[src/rtl/pulse_pattern_gen_if.sv]
// Control and status bundle of the tick prescaler / pattern sequencer.
// The master drives the controls; the slave (the block itself) drives status.
interface pulse_pattern_gen_if;
  logic       en;
  logic       start;
  logic       continuous;
  logic       tick;
  logic       clk_div;
  logic       tog;
  logic       rr;
  logic       busy;
  logic       done;
  logic [1:0] phase;

  modport master (
    output en, start, continuous,
    input  tick, clk_div, tog, rr, busy, done, phase
  );

  modport slave (
    input  en, start, continuous,
    output tick, clk_div, tog, rr, busy, done, phase
  );
endinterface

[src/rtl/pulse_pattern_gen.sv]
// Tick prescaler plus TOGGLE/HOLD/GAP pattern sequencer, single clock domain.
// The sequencer advances only on prescaler ticks; tick is the one combinational output.
module pulse_pattern_gen #(
  parameter int DIV        = 400001,
  parameter int LOW_TICKS  = 9,
  parameter int HIGH_TICKS = 20,
  parameter int GAP_TICKS  = 1
) (
  input  logic               clk,
  input  logic               rst_n,
  pulse_pattern_gen_if.slave bus
);

  localparam int CW   = $clog2(DIV);
  localparam int MAXT = (LOW_TICKS > HIGH_TICKS)
                      ? ((LOW_TICKS  > GAP_TICKS) ? LOW_TICKS  : GAP_TICKS)
                      : ((HIGH_TICKS > GAP_TICKS) ? HIGH_TICKS : GAP_TICKS);
  localparam int PW   = (MAXT > 1) ? $clog2(MAXT) : 1;

  localparam logic [CW-1:0] CNT_LAST = CW'(DIV - 1);
  localparam logic [CW-1:0] CNT_HALF = CW'(DIV / 2);
  localparam logic [PW-1:0] LOW_LAST  = PW'(LOW_TICKS - 1);
  localparam logic [PW-1:0] HIGH_LAST = PW'(HIGH_TICKS - 1);
  localparam logic [PW-1:0] GAP_LAST  = PW'(GAP_TICKS - 1);

  if (DIV < 2) begin : g_bad_div
    $error("pulse_pattern_gen: DIV must be >= 2");
  end
  if (LOW_TICKS < 1) begin : g_bad_low
    $error("pulse_pattern_gen: LOW_TICKS must be >= 1");
  end
  if (HIGH_TICKS < 1) begin : g_bad_high
    $error("pulse_pattern_gen: HIGH_TICKS must be >= 1");
  end
  if (GAP_TICKS < 1) begin : g_bad_gap
    $error("pulse_pattern_gen: GAP_TICKS must be >= 1");
  end

  typedef enum logic [1:0] {
    IDLE   = 2'd0,
    TOGGLE = 2'd1,
    HOLD   = 2'd2,
    GAP    = 2'd3
  } phase_t;

  // Prescaler
  logic [CW-1:0] r_cnt, w_cnt_nxt;
  logic          r_clk_div;
  logic          w_tick;

  assign w_tick = bus.en && (r_cnt == CNT_LAST);

  always_comb begin
    w_cnt_nxt = r_cnt;
    if (bus.en) w_cnt_nxt = w_tick ? '0 : r_cnt + CW'(1);
  end

  // clk_div is registered from the next count so it always matches the current count
  always_ff @(posedge clk) begin
    if (!rst_n) begin
      r_cnt     <= '0;
      r_clk_div <= 1'b0;
    end else begin
      r_cnt     <= w_cnt_nxt;
      r_clk_div <= (w_cnt_nxt >= CNT_HALF);
    end
  end

  // Sequencer
  phase_t        r_phase, w_phase_nxt;
  logic [PW-1:0] r_pcnt, w_pcnt_nxt;
  logic          r_tog, w_tog_nxt;
  logic          r_pend, w_pend_nxt;
  logic          w_done_nxt;
  logic          r_rr, r_busy, r_done;

  always_comb begin
    w_phase_nxt = r_phase;
    w_pcnt_nxt  = r_pcnt;
    w_tog_nxt   = r_tog;
    w_pend_nxt  = r_pend;
    w_done_nxt  = 1'b0;
    if (r_phase == IDLE && bus.en && bus.start) w_pend_nxt = 1'b1;
    if (w_tick) begin
      case (r_phase)
        IDLE: begin
          // a start coinciding with a continuous entry collapses into one run
          if (r_pend || bus.continuous) begin
            w_phase_nxt = TOGGLE;
            w_pcnt_nxt  = '0;
            w_pend_nxt  = 1'b0;
          end
        end
        TOGGLE: begin
          w_tog_nxt = ~r_tog;
          if (r_pcnt == LOW_LAST) begin
            w_phase_nxt = HOLD;
            w_pcnt_nxt  = '0;
          end else begin
            w_pcnt_nxt = r_pcnt + PW'(1);
          end
        end
        HOLD: begin
          if (r_pcnt == HIGH_LAST) begin
            w_phase_nxt = GAP;
            w_pcnt_nxt  = '0;
          end else begin
            w_pcnt_nxt = r_pcnt + PW'(1);
          end
        end
        GAP: begin
          if (r_pcnt == GAP_LAST) begin
            w_pcnt_nxt = '0;
            if (bus.continuous) begin
              w_phase_nxt = TOGGLE;
            end else begin
              w_phase_nxt = IDLE;
              w_done_nxt  = 1'b1;
            end
          end else begin
            w_pcnt_nxt = r_pcnt + PW'(1);
          end
        end
        default: w_phase_nxt = IDLE;
      endcase
    end
  end

  always_ff @(posedge clk) begin
    if (!rst_n) begin
      r_phase <= IDLE;
      r_pcnt  <= '0;
      r_tog   <= 1'b1;
      r_pend  <= 1'b0;
      r_rr    <= 1'b0;
      r_busy  <= 1'b0;
      r_done  <= 1'b0;
    end else begin
      r_phase <= w_phase_nxt;
      r_pcnt  <= w_pcnt_nxt;
      r_tog   <= w_tog_nxt;
      r_pend  <= w_pend_nxt;
      r_rr    <= (w_phase_nxt == HOLD);
      r_busy  <= (w_phase_nxt != IDLE);
      r_done  <= w_done_nxt;
    end
  end

  assign bus.tick    = w_tick;
  assign bus.clk_div = r_clk_div;
  assign bus.tog     = r_tog;
  assign bus.rr      = r_rr;
  assign bus.busy    = r_busy;
  assign bus.done    = r_done;
  assign bus.phase   = r_phase;

endmodule
[src/flat_wrapper.sv]
// flat-port wrapper written by rule: the top's interface ports become plain ports
module pulse_pattern_gen_flat 
#(
  parameter int DIV        = 400001,
  parameter int LOW_TICKS  = 9,
  parameter int HIGH_TICKS = 20,
  parameter int GAP_TICKS  = 1
)
  (clk, rst_n, bus_en, bus_start, bus_continuous, bus_tick, bus_clk_div, bus_tog, bus_rr, bus_busy, bus_done, bus_phase);
  pulse_pattern_gen_if bus_i ();
  input  logic clk;
  input  logic rst_n;
  input wire logic [$bits(bus_i.en)-1:0] bus_en;
  input wire logic [$bits(bus_i.start)-1:0] bus_start;
  input wire logic [$bits(bus_i.continuous)-1:0] bus_continuous;
  output wire logic [$bits(bus_i.tick)-1:0] bus_tick;
  output wire logic [$bits(bus_i.clk_div)-1:0] bus_clk_div;
  output wire logic [$bits(bus_i.tog)-1:0] bus_tog;
  output wire logic [$bits(bus_i.rr)-1:0] bus_rr;
  output wire logic [$bits(bus_i.busy)-1:0] bus_busy;
  output wire logic [$bits(bus_i.done)-1:0] bus_done;
  output wire logic [$bits(bus_i.phase)-1:0] bus_phase;
  assign bus_i.en = bus_en;
  assign bus_i.start = bus_start;
  assign bus_i.continuous = bus_continuous;
  assign bus_tick = bus_i.tick;
  assign bus_clk_div = bus_i.clk_div;
  assign bus_tog = bus_i.tog;
  assign bus_rr = bus_i.rr;
  assign bus_busy = bus_i.busy;
  assign bus_done = bus_i.done;
  assign bus_phase = bus_i.phase;
  pulse_pattern_gen #(.DIV(DIV), .LOW_TICKS(LOW_TICKS), .HIGH_TICKS(HIGH_TICKS), .GAP_TICKS(GAP_TICKS)) u_core (.clk(clk), .rst_n(rst_n), .bus(bus_i));
endmodule
[config.mk]
export PLATFORM = sky130hd
export DESIGN_NAME = pulse_pattern_gen_flat
export DESIGN_NICKNAME = d
export VERILOG_FILES = /design/src/rtl/pulse_pattern_gen_if.sv /design/src/rtl/pulse_pattern_gen.sv /design/src/flat_wrapper.sv
export SDC_FILE = /design/constraint.sdc
export NUM_CORES = 1
export LEC_CHECK = 0
export CAP_MARGIN = 0
export CORE_MARGIN = 2
export CORE_UTILIZATION = 40
export DETAILED_ROUTE_END_ITERATION = 8
export GPL_TIMING_DRIVEN = 0
export SYNTH_ARGS = -nofsm -noshare
export SYNTH_HDL_FRONTEND = slang
export SYNTH_SLANG_ARGS = --single-unit
[constraint.sdc]
create_clock -name clk -period 2.4 [get_ports clk]
set_clock_uncertainty 0.1 [all_clocks]
set_input_delay 0.24 -clock clk [delete_from_list [all_inputs] [get_ports clk]]
set_output_delay 0.24 -clock clk [all_outputs]
set_load 0.02 [all_outputs]
==> impl_metrics.json <==
{
  "status": "finished clean",
  "route.vias.total": 1567,
  "std_cell_rows": 24,
  "areaGrowthSynthToFinish_pct": 17.8,
  "yosys_register_bits": 32,
  "first_iter_violations": 140,
  "timing_hold_violations_final": 0,
  "cts-htree-levels": 2,
  "num_antenna_cells": 0,
  "max_cap_viol_count": 0,
  "max_clock_freq_mhz": 444,
  "mappedNetlistNets": 230,
  "synth_area_leaders": "dfxtp_1 35%, xnor2_1 5.7%, nor2_1 4.1%",
  "final_min_period_over_clock_period_pct": 93.8,
  "regToRegStartpoint": "u_core.r_cnt[5]$_SDFF_PN0_",
  "power.density_nw_per_um2": 530,
  "cts.sinks": 32,
  "timing.critical_path.from_type": "register",
  "critical_path.cell_chain": "nor4_1, nand4_1, buf_4, a211o_4, nand2b_4, or3b_1, a21boi_1",
  "routedWlPerCell_um": 13.8,
  "clk_latency_ns": 0.29,
  "synth_area_sq_um": 1850,
  "first_global_vias": 1440,
  "layout.cells.most_common_list": "32 x dfxtp_1, 20 x nor2_1, 14 x nand2_1",
  "syn_area_per_cell_sq_um": 8.36,
  "yosysWarningCount": 0,
  "design.final.nets": 249,
  "io_pins": 13,
  "critical_path_arrival_ns": 2.37,
  "std_cell_core_area_sq_um": 4410,
  "route.detailed.drc": 0,
  "tritoncts.num_buffers": 5,
  "port-buffer-count": 12,
  "grt_setup_unrepaired": "no",
  "edff_count_synth": 0,
  "critical_path.endpoint_type": "register",
  "route.detailed.vias_per_inst": 5.35,
  "dr.pass1.iters": 4,
  "dpl-instance-area_sq_um": 2030,
  "cell_variety_after_synth": 50,
  "final-max-slew-violation-count": 0,
  "routed_wl_mm": 4.03,
  "global_route.overflow_total": 0,
  "multi_input_area_sq_um": 1140,
  "die-area_sq_um": 5180,
  "cts_buffer_depth": 2,
  "cts_tree": "done",
  "grt_util_all_layers_pct": 17.1,
  "timing.hold.worst.start": "u_core.bus.tog$_SDFFE_PN1P_",
  "grt_first_pass_wirelength_mm": 6.87,
  "initial_utilization_pct": 41.8,
  "crit_path_max_fanout": 8,
  "timing.critical_path.slowest_stage_cell": "or3b_1",
  "gate_family_responsible_for_the_most_delay_along_the_worst_path": "simple AND/OR/NAND/NOR gates",
  "hp-class": "register to register",
  "worst-path-buf-inv": 1,
  "timing.final.setup_violations": 0,
  "timing.critical_path.required_ns": 2.52,
  "netlist_instances": 221,
  "fraction_of_synthesized_cell_area_taken_by_the_top_area_cell_type_pct": 34.7,
  "critical_path_startpoint": "u_core.r_cnt[5]$_SDFF_PN0_",
  "mostFrequentLayoutCell": "dfxtp_1",
  "final.min_clock_period_ns": 2.25,
  "antenna_violating_nets_post_route": 0,
  "peakVddDrop_mv": 0.267,
  "max_slew.worst_pin.slew_ns": 0.456,
  "die-height_um": 71.9,
  "yosys_most_used_dff": "dfxtp_1",
  "fillers": 436,
  "number_of_antenna_violations_at_the_first_check_in_global_routing": 0,
  "globalplace.congestion": 0.814,
  "p_leak_nw": 0.760,
  "die_width_um": 71.9,
  "ctsRootBufferMaster": "clkbuf_8",
  "hpwlAfterDp_mm": 2.86,
  "crit_type": "register to register",
  "worst_setup_hold_path_clk_slew_ns": 0.07,
  "reg2reg_setup_slack_ns": 0.15,
  "total_power_w": 0.00115,
  "drive_above_1_share_pct": 11.2,
  "synth-seq-area-share_pct": 34.7,
  "timing.max_slew.rel_slack_pct": 69.4,
  "async_reset_ff_share_pct": 0,
  "synth_top_area_cell": "dfxtp_1",
  "grt_max_degree": 11,
  "postLayoutCellArea_sq_um": 2170,
  "seq_area_sq_um": 641,
  "timing.critical_path.slowest_cell_delay_ns": 0.37
}
-- sequential cells by signal (all words and copies together), names as in the netlist --
name / flops
u_core.bus.busy: 1
u_core.bus.clk_div: 1
u_core.bus.done: 1
u_core.bus.phase: 2
u_core.bus.rr: 1
u_core.bus.tog: 1
u_core.r_cnt: 19
u_core.r_pcnt: 5
u_core.r_pend: 1
-- worst paths after layout --
kind / depth (start not counted) / end
hold reg to reg: 2 / u_core.bus.tog$_SDFFE_PN1P_
setup reg to reg: 7 / u_core.r_pcnt[2]$_SDFFE_PN0P_
setup / recovery: 7 / u_core.r_pcnt[2]$_SDFFE_PN0P_
hold / removal: 2 / u_core.bus.tog$_SDFFE_PN1P_
-- synth_stat cells (2+ instances only) --
cell       count
dfxtp_1       32
nor2_1        20
nand2_1       14
o21ai_0       13
xnor2_1       12
and2_1        11
nand3_1       11
inv_1          8
nor2b_1        8
nor3_1         7
a21oi_1        6
clkbuf_1       6
buf_2          5
nand4_1        5
and3_1         4
ha_1           4
nor4_1         4
o21a_1         4
xor2_1         4
nor3b_1        3
or2_2          3
a21o_1         2
a2bb2oi_1      2
mux2i_1        2
nand3b_1       2
o221ai_1       2
o22ai_1        2
o31ai_1        2
or3_1          2
-- power by group --
part | internal, W | leakage (nW) | switching [W]
Combinational | 0.0000182 | 0.437 | 0.0000214
Sequential | 0.000535 | 0.258 | 0.00000739
Clock | 0.000366 | 0.0645 | 0.000205
-- cell type report --
type	instances	area share (%)
Buffer	10	2.07
Clock buffer	7	4.43
Clock inverter	1	1.38
Inverter	8	1.38
Multi-Input combinational cell	170	52.5
Sequential cell	32	29.5
Tap cell	52	2.99
Timing Repair Buffer	13	5.81
-- per-stage QoR --
| stage | std cells | hold slack, ns | setup TNS, ns | util (%) | setup WS [ns] |
|---|---|---|---|---|---|
| 2_1_floorplan | 221 | 0.262 | 0 | - | 0.296 |
| 3_3_place_gp | 285 | 0.388 | -0.163 | 46.0 | -0.136 |
| 6_report | 293 | 0.413 | 0 | 49.3 | 0.150 |
| 5_1_grt | 293 | 0.431 | 0 | 49.3 | 0.0448 |
| 4_1_cts | 293 | 0.414 | 0 | 49.0 | 0.0772 |
| 3_5_place_dp | 285 | 0.387 | -0.215 | 46.0 | -0.119 |
-- worst min-delay path, delay by kind of cell (launching register included) --
kind	cells	cell delay, ns
and+or+nand+nor	1	0.05
xor gates and xnor gates	1	0.08
DFF	1	0.35
-- timing repair --
item,4_1_cts,5_1_grt
pin swaps,1,0
hold buffers,0,0
gates cloned,0,0
gates resized for setup,2,3
setup endpoints to repair,2,11
hold endpoints to repair,0,0
buffers inserted,1,0
-- kinds of logic after synthesis --
group / after synthesis / share of synthesized area [%]
adder cells (fa/ha/maj): 4 / 2.71
multiplexers: 3 / 1.69
buffers and inverters: 19 / 4.20
XOR/XNOR: 16 / 7.59
AO/OA/AOI/OAI: 43 / 15.8
flip-flops: 32 / 34.7
AND/OR/NAND/NOR: 104 / 33.3
-- metal layers --
| layer | GRT usage [%] | vias to the layer above | routed length, um |
|---|---|---|---|
| li1 | - | 816 | - |
| met1 | 24.7 | 711 | 2060 |
| met2 | 24.3 | 33 | 1680 |
| met3 | 4.58 | 7 | 229 |
| met4 | 6.71 | 0 | 64 |
| met5 | 0 | - | 0 |
Note: power is estimated with default switching activity, not from simulation.
